File: config.mk
export PLATFORM = sky130hd
export DESIGN_NAME = hazard_ctrl
export DESIGN_NICKNAME = d
export VERILOG_FILES = /design/src/rtl/hazard_ctrl.sv
export SDC_FILE = /design/constraint.sdc
export NUM_CORES = 1
export LEC_CHECK = 0
export BUFFER_PORTS_ARGS = -buffer_cell sky130_fd_sc_hd__buf_4
export CAP_MARGIN = 20
export CORE_UTILIZATION = 30
export DETAILED_ROUTE_END_ITERATION = 10
export HOLD_SLACK_MARGIN = 0.15
export PLACE_DENSITY_LB_ADDON = 0.15
export SETUP_SLACK_MARGIN = 0.15
export SLEW_MARGIN = 20
export SYNTH_ARGS = -nofsm -noshare
export SYNTH_HDL_FRONTEND = slang
export SYNTH_SLANG_ARGS = --single-unit
File: constraint.sdc
create_clock -name clk -period 2.35 [get_ports clk]
set_input_delay 0.47 -clock clk [delete_from_list [all_inputs] [get_ports clk]]
set_output_delay 0.47 -clock clk [all_outputs]
set_load 0.005 [all_outputs]
File: src/rtl/hazard_ctrl.sv
// Pipeline hazard controller: load-use interlock, branch flush, data-memory wait
// handling with timeout fault, and a saturating stall-cycle performance counter.
module hazard_ctrl #(
    parameter int CNT_W    = 32,
    parameter int WAIT_MAX = 255
) (
    input  logic             clk,
    input  logic             rst,
    input  logic [4:0]       rs1_addr_D,
    input  logic [4:0]       rs2_addr_D,
    input  logic             rs1_used_D,
    input  logic             rs2_used_D,
    input  logic [4:0]       rd_addr_E,
    input  logic             mem_read_E,
    input  logic             branch_taken_E,
    input  logic             dmem_req_M,
    input  logic             dmem_ack,
    output logic             stall_F,
    output logic             stall_D,
    output logic             stall_E,
    output logic             stall_M,
    output logic             flush_D,
    output logic             flush_E,
    output logic             flush_W,
    output logic             mem_fault,
    output logic [CNT_W-1:0] stall_cycles
);

    localparam int WAIT_W = $clog2(WAIT_MAX + 1);

    typedef enum logic {RUN, MEM_WAIT} state_t;

    state_t            state, state_nx;
    logic [WAIT_W-1:0] wait_cnt;
    logic              mem_stall;
    logic              load_use;
    logic              timeout;

    // Hazard detection and the timeout condition (last unacked MEM_WAIT cycle)
    always_comb begin
        mem_stall = (state == MEM_WAIT) || (dmem_req_M && !dmem_ack);
        load_use  = mem_read_E && (rd_addr_E != 5'd0) &&
                    ((rs1_used_D && (rs1_addr_D == rd_addr_E)) ||
                     (rs2_used_D && (rs2_addr_D == rd_addr_E)));
        timeout   = (state == MEM_WAIT) && !dmem_ack &&
                    (wait_cnt == WAIT_W'(WAIT_MAX - 1));
    end

    always_comb begin
        state_nx = state;
        case (state)
            RUN:      if (dmem_req_M && !dmem_ack) state_nx = MEM_WAIT;
            MEM_WAIT: if (dmem_ack || timeout)     state_nx = RUN;
            default:  state_nx = RUN;
        endcase
    end

    // Priority: memory wait, then branch redirect, then load-use bubble
    always_comb begin
        stall_F = 1'b0;
        stall_D = 1'b0;
        stall_E = 1'b0;
        stall_M = 1'b0;
        flush_D = 1'b0;
        flush_E = 1'b0;
        flush_W = 1'b0;
        if (!rst) begin
            if (mem_stall) begin
                stall_F = 1'b1;
                stall_D = 1'b1;
                stall_E = 1'b1;
                stall_M = 1'b1;
                flush_W = 1'b1;
            end else if (branch_taken_E) begin
                flush_D = 1'b1;
                flush_E = 1'b1;
            end else if (load_use) begin
                stall_F = 1'b1;
                stall_D = 1'b1;
                flush_E = 1'b1;
            end
        end
    end

    always_ff @(posedge clk or posedge rst) begin
        if (rst) begin
            state        <= RUN;
            wait_cnt     <= '0;
            mem_fault    <= 1'b0;
            stall_cycles <= '0;
        end else begin
            state <= state_nx;
            if (state == RUN)
                wait_cnt <= '0;
            else if (!dmem_ack)
                wait_cnt <= wait_cnt + WAIT_W'(1);
            if (timeout)
                mem_fault <= 1'b1;
            if (stall_F && (stall_cycles != {CNT_W{1'b1}}))
                stall_cycles <= stall_cycles + CNT_W'(1);
        end
    end

endmodule

==> impl_summary.txt, run 1 <==
----------------------------------------------------
[Logic synthesis]
  Library cell occupying the most area in the post-synthesis netlist ... dfrtp_1
  Primary flip-flop cell chosen by synthesis mapping ... dfrtp_1
  Yosys cell types ... 43
  Number of nets produced by synthesis ... 253
  Area share of the leading cell type in the synthesized netlist ... 0.456
  Fraction of registers with async set or reset after synthesis ... 1.00
  Count of state elements after synthesis ... 42
  Top cells by area in the synthesized netlist ... dfrtp_1, xor2_1, xnor2_1
  Seq/Total Area, Yosys ... 0.456
  Cell area after synthesis ... 2300 um2
  Count of warnings emitted by yosys ... 0
  Cell count after synthesis ... 227
  Mean instance size in the synthesized netlist ... 10.1 um2
  Number of flops mapped to enable cells by yosys ... 0

[CTS]
  TritonCTS clock tree ... yes
  CTS HTree Levels ... 2
  Clock sink count ... 42
  Clock-pin slew on the worst setup and hold paths ... 0.09 ns
  Clk buf depth ... 2
  Root buffer selected by CTS ... clkbuf_8
  Worst skew pair latency ... 0.30 ns
  Clock buffer count from CTS ... 5

[Die]
  Die area ... 8030 um2
  FP Rows ... 31
  Number of top-level design ports ... 63
  Starting density of the core ... 0.314
  X dimension of the die ... 89.6 um
  Overall die height ... 89.6 um
  Core Footprint ... 7330 um2

[Timing]
  Final Skew ... 0.00781 ns
  Unrepaired setup endpoints after global routing ... yes
  Final worst setup slack ... 0.153 ns
  Share of the clock period used by the worst path after layout ... 0.935
  Shortest period the worst path allows ... 2.20 ns
  Max Fclk ... 455 MHz
  Final count of negative-setup-slack endpoints ... 0
  Fin. Hold Viols ... 0
  Slew Viols, Final ... 0
  Worst slew slack as a fraction of its limit ... 0.605
  Tightest Pin Transition ... 0.593 ns
  Hold Slack ... 0.361 ns
  Final-layout setup total negative slack ... 0 ns

[Pwr]
  Part of the total power dissipated in the clock network ... 0.393
  Internal Dissipation ... 1340 uW
  Power density of the placed cells ... 562 nW/um2
  Power share of the combinational group ... 0.147
  Switching power of the nets ... 435 uW
  Net switching fraction of the power ... 0.246
  Share of total power in sequential cells ... 0.460
  Standby leakage power ... 0.00156 uW
  Maximum vdd ir drop ... 318 uV

[Critical path]
  Reg-to-reg critical path startpoint ... stall_cycles[0]$_DFFE_PP0P_
  Worst setup path class ... input pin to output port
  Crit path required time ... 1.88 ns
  Top fanout value on the critical path ... 3
  Kind of end point of the critical path ... output port
  Critical path data arrival time ... 1.73 ns
  Startpoint types ... input pin
  Launch point of the critical path ... rd_addr_E[3]
  Setup slack of the most critical reg-to-reg path ... 0.32 ns

[Route]
  Via count normalized by instance count ... 4.61
  Detailed-route via count ... 1,820
  Post-route DRC violation count ... 0
  Detailed Route WL ... 5.26 mm
  Per-cell routed wire length ... 13.3 um
  DRC violation total after the first TritonRoute iteration ... 64
  Total iterations of the first detailed-routing run ... 4
  ANT nets after route ... 0

[Min path]
  Hold WC Path Type ... input pin to async pin

[Placement]
  Total of buffers placed on input and output ports ... 62
  Pre-CTS setup slack ... 0.121 ns
  Global placer's final weighted congestion ... 0.730
  Cells after DPL ... 383
  Detail Placement HPWL ... 3.67 mm

[Global route]
  Antenna violations before repair ... 0
  Global-route wire length before repair ... 8.47 mm
  Total Routing Usage GR ... 0.138
  Maximum number of pins on one net before global-route repair ... 43
  GR Overflow Total ... 0
  Number of global-route vias before repair ... 1,766

[Cells and area]
  Number of filler cells placed in the layout ... 734
  Layout cell share with drive strength beyond 1 ... 0.341
  Area growth from synthesis to layout ... 36.7%
  Sequential cell area ... 1050 um2
  Commonest non-fill, non-tap cells in the layout ... buf_4, dfrtp_1, xor2_1
  Non-Filler Instances ... 395
  Total area of multi-input combinational cells ... 1230 um2
  Final net count ... 321
  Diode count ... 0
  Leading cell type in the layout, fill and taps excluded ... buf_4

[Run status]
  Result of the run ... complete, no violations

[Job]
  Number of max-cap violations ... 0

----------------------------------------------------
==> repair_timing <==
item,4_1_cts,5_1_grt
hold buffers,0,0
endpoints found under the hold margin,0,0
buffers inserted,0,4
gates resized for setup,1,15
pin swaps,0,5
setup endpoints to repair,2,10
==> layer usage <==
metal | track usage | up-vias | part of all wire
met2 | 0.225 | 36 | 0.49
li1 | - | 916 | -
met1 | 0.187 | 864 | 0.46
met5 | 0 | - | 0
met4 | 0.0346 | 0 | 0.010
met3 | 0.0311 | 4 | 0.037
==> sequential cells by signal, indices dropped and copies added, names as in the netlist <==
signal / flops
wait_cnt: 8
stall_cycles: 32
mem_fault: 1
state: 1
==> kinds of logic (layout without fill, tap and decap cells) <==
family / Yosys count / after routing / synth area share
XOR/XNOR: 48 / 48 / 0.186
AO/OA/AOI/OAI: 11 / 11 / 0.0418
adder cells (fa/ha/maj): 3 / 3 / 0.0163
multiplexers: 1 / 1 / 0.00489
buffers and inverters: 20 / 89 / 0.0462
AND/OR/NAND/NOR: 102 / 102 / 0.249
flip-flops: 42 / 42 / 0.456
==> cell usage after synthesis, types with 2 or more instances <==
master     n
nand4_1    9
buf_4      4
and3_1     6
nand3_1   12
and4_1     3
xnor2_1   23
nor3_2     2
nand2_1   17
or4_1      2
dfrtp_1   42
buf_6      2
ha_1       3
nor3_1    11
inv_1     10
and2_1     9
nor2b_1    2
xor2_1    24
nor2_1    14
nor4_1     6
clkbuf_1   3
==> final timing paths <==
| kind | to | cells after the start |
|---|---|---|
| max in group asynchronous | stall_cycles[31]$_DFFE_PP0P_ | 3 |
| worst max register to register | stall_cycles[1]$_DFFE_PP0P_ | 7 |
| worst min register to register | mem_fault$_DFFE_PP0P_ | 1 |
| worst max-delay path | stall_F | 6 |
| min in group clk | state$_DFF_PP0_ | 2 |
| worst min-delay path | wait_cnt[1]$_DFFE_PP0P_ | 3 |
==> cell type report <==
class,count,share of cell area
Sequential cell,42,0.334
Tap cell,99,0.0393
Timing Repair Buffer,71,0.180
Clock buffer,5,0.0219
Clock inverter,3,0.0219
Inverter,10,0.0131
Multi-Input combinational cell,165,0.390
==> critical path, cell delays in order <==
cell	delay [ns]
buf_8	0.11
xnor2_2	0.15
nand4_1	0.15
o22a_1	0.28
o41ai_4	0.39
buf_4	0.17
==> per-stage QoR <==
| stage | power (uW) | utilization | area [um2] |
|---|---|---|---|
| CTS | 1770 | 0.413 | 3030 |
| global route | 1860 | 0.429 | 3150 |
| detailed placement | 1060 | 0.393 | 2880 |
| finish | 1770 | 0.429 | 3150 |
| global placement | 1060 | 0.393 | 2880 |
| floorplan | 935 | - | 2310 |
==> power groups by stage <==
stage / Combinational (uW) / Clock (uW) / Sequential, uW
after detailed placement: 238 / 0 / 827
after global routing: 294 / 740 / 824
after global placement: 232 / 0 / 828
after CTS: 242 / 717 / 814
after floorplan: 118 / 0 / 817
final: 260 / 696 / 814
No activity file was read; power rests on OpenSTA's default activity.
==> run 2, diff against run 1 <==
==> constraint.sdc (replaced) <==
create_clock -name clk -period 2.4 [get_ports clk]
set_input_delay 0.48 -clock clk [delete_from_list [all_inputs] [get_ports clk]]
set_output_delay 0.48 -clock clk [all_outputs]
set_load 0.005 [all_outputs]
==> impl_summary.txt, run 2 (synthesis gave the netlist of run 1 again) <==
----------------------------------------------------
[Timing]
  Max Fclk ... 450 MHz
  Unrepaired setup endpoints after global routing ... yes
  Slew Viols, Final ... 0
  Final-layout setup total negative slack ... 0 ns
  Final Skew ... 0.00521 ns
  Fin. Hold Viols ... 0
  Final count of negative-setup-slack endpoints ... 0
  Share of the clock period used by the worst path after layout ... 0.926
  Shortest period the worst path allows ... 2.22 ns
  Hold Slack ... 0.391 ns
  Tightest Pin Transition ... 0.541 ns
  Worst slew slack as a fraction of its limit ... 0.639

[CTS]
  Worst skew pair latency ... 0.29 ns
  Clk buf depth ... 2
  CTS HTree Levels ... 2
  Root buffer selected by CTS ... clkbuf_8
  Clock-pin slew on the worst setup and hold paths ... 0.08 ns
  Clock buffer count from CTS ... 5
  TritonCTS clock tree ... yes
  Clock sink count ... 42

[Run status]
  Result of the run ... complete, no violations

[Cells and area]
  Number of filler cells placed in the layout ... 716
  Biggest regs ... stall_cycles x32, wait_cnt x8
  Reg with most FFs ... stall_cycles
  Sequential cell area ... 1050 um2
  Leading cell type in the layout, fill and taps excluded ... buf_4
  Area growth from synthesis to layout ... 31.2%
  Layout cell share with drive strength beyond 1 ... 0.319
  Largest register FFs ... 32
  Commonest non-fill, non-tap cells in the layout ... buf_4, dfrtp_1, xor2_1
  Final net count ... 321
  Diode count ... 0
  Total area of multi-input combinational cells ... 1180 um2

[Die]
  X dimension of the die ... 89.6 um
  Overall die height ... 89.6 um
  Die area ... 8030 um2
  Core Footprint ... 7330 um2
  Starting density of the core ... 0.314
  Number of top-level design ports ... 63
  FP Rows ... 31

[Route]
  Detailed-route via count ... 1,846
  Total iterations of the first detailed-routing run ... 5
  Detailed Route WL ... 5.08 mm
  ANT nets after route ... 0
  Post-route DRC violation count ... 0
  Via count normalized by instance count ... 4.69
  Per-cell routed wire length ... 12.9 um
  DRC violation total after the first TritonRoute iteration ... 95

[Critical path]
  Critical path data arrival time ... 1.74 ns
  Top fanout value on the critical path ... 3
  Worst setup path class ... input pin to output port
  Crit path required time ... 1.92 ns
  Startpoint types ... input pin
  Kind of end point of the critical path ... output port

[Global route]
  GR Overflow Total ... 0
  Antenna violations before repair ... 0
  Total Routing Usage GR ... 0.133
  Maximum number of pins on one net before global-route repair ... 43
  Number of global-route vias before repair ... 1,716
  Global-route wire length before repair ... 8.14 mm

[Placement]
  Detail Placement HPWL ... 3.62 mm
  Global placer's final weighted congestion ... 0.759
  Total of buffers placed on input and output ports ... 62

[Pwr]
  Power density of the placed cells ... 484 nW/um2
  Maximum vdd ir drop ... 222 uV
  Standby leakage power ... 0.00149 uW

[Job]
  Number of max-cap violations ... 0

[Min path]
  Hold WC Path Type ... input pin to async pin

----------------------------------------------------
## run 2: cell types whose count changed in the layout (fill, tap and decap cells not counted), sizes merged
cell    previous run  this run
bufinv             2         0
clkinv             1         2
## run 2: final timing paths
check | startpoint | endpoint | slack, ns | cells after the start
max reg2reg | stall_cycles[24]$_DFFE_PP0P_ | stall_cycles[1]$_DFFE_PP0P_ | 0.39 | 5
min in group clk | dmem_ack | state$_DFF_PP0_ | 0.39 | 2
max | rd_addr_E[1] | stall_D | 0.18 | 6
max in group asynchronous | rst | stall_cycles[24]$_DFFE_PP0P_ | 1.64 | 3
min reg2reg | mem_fault$_DFFE_PP0P_ | mem_fault$_DFFE_PP0P_ | 0.48 | 1
min | rst | wait_cnt[0]$_DFFE_PP0P_ | 0.39 | 3
## run 2: stage by stage
stage                     std cells  utilization  worst slack (ns)  power, uW  cell area, um2
after CTS                       391        0.406             0.172       1490            2980
after floorplan                 227            -             0.170        915            2310
after global routing            394        0.412            0.0964       1550            3020
after detailed placement        384        0.394             0.145       1040            2890
final                           394        0.412             0.177       1460            3020
after global placement          384        0.394             0.170       1040            2890
## run 2: repair_timing
item                                   CTS  global route
gates resized for setup                  1             4
endpoints found under the hold margin    0             0
setup endpoints to repair                2             5
setup buffers                            0             3
hold buffers                             0             0
pin swaps                                0             4
## run 2: critical path: stages
cell and delay, ns:
buf_4 0.13, xnor2_1 0.15, nand4_1 0.13, o22a_1 0.27
o41ai_4 0.41, buf_4 0.18
## run 2: cell type report
type                    instances  area share
clock buffers                   5      0.0228
clock inverters                 2     0.00331
inverters                      10      0.0137
multi-input cells             165       0.391
flip-flops and latches         42       0.348
well taps                      99      0.0410
repair buffers                 71       0.181
## run 2: per-layer routing
layer  wire (um)  track usage
met1        2450        0.182
met2        2380        0.208
met3         169       0.0311
met4          80       0.0418
met5           0            0
## run 2: report_power, final
group | internal (uW) | leakage [uW] | switching (uW)
registers | 743 | 0.000552 | 48.9
clock network | 195 | 0.0000438 | 240
logic | 136 | 0.000899 | 99.6
total | 1080 | 0.00149 | 388
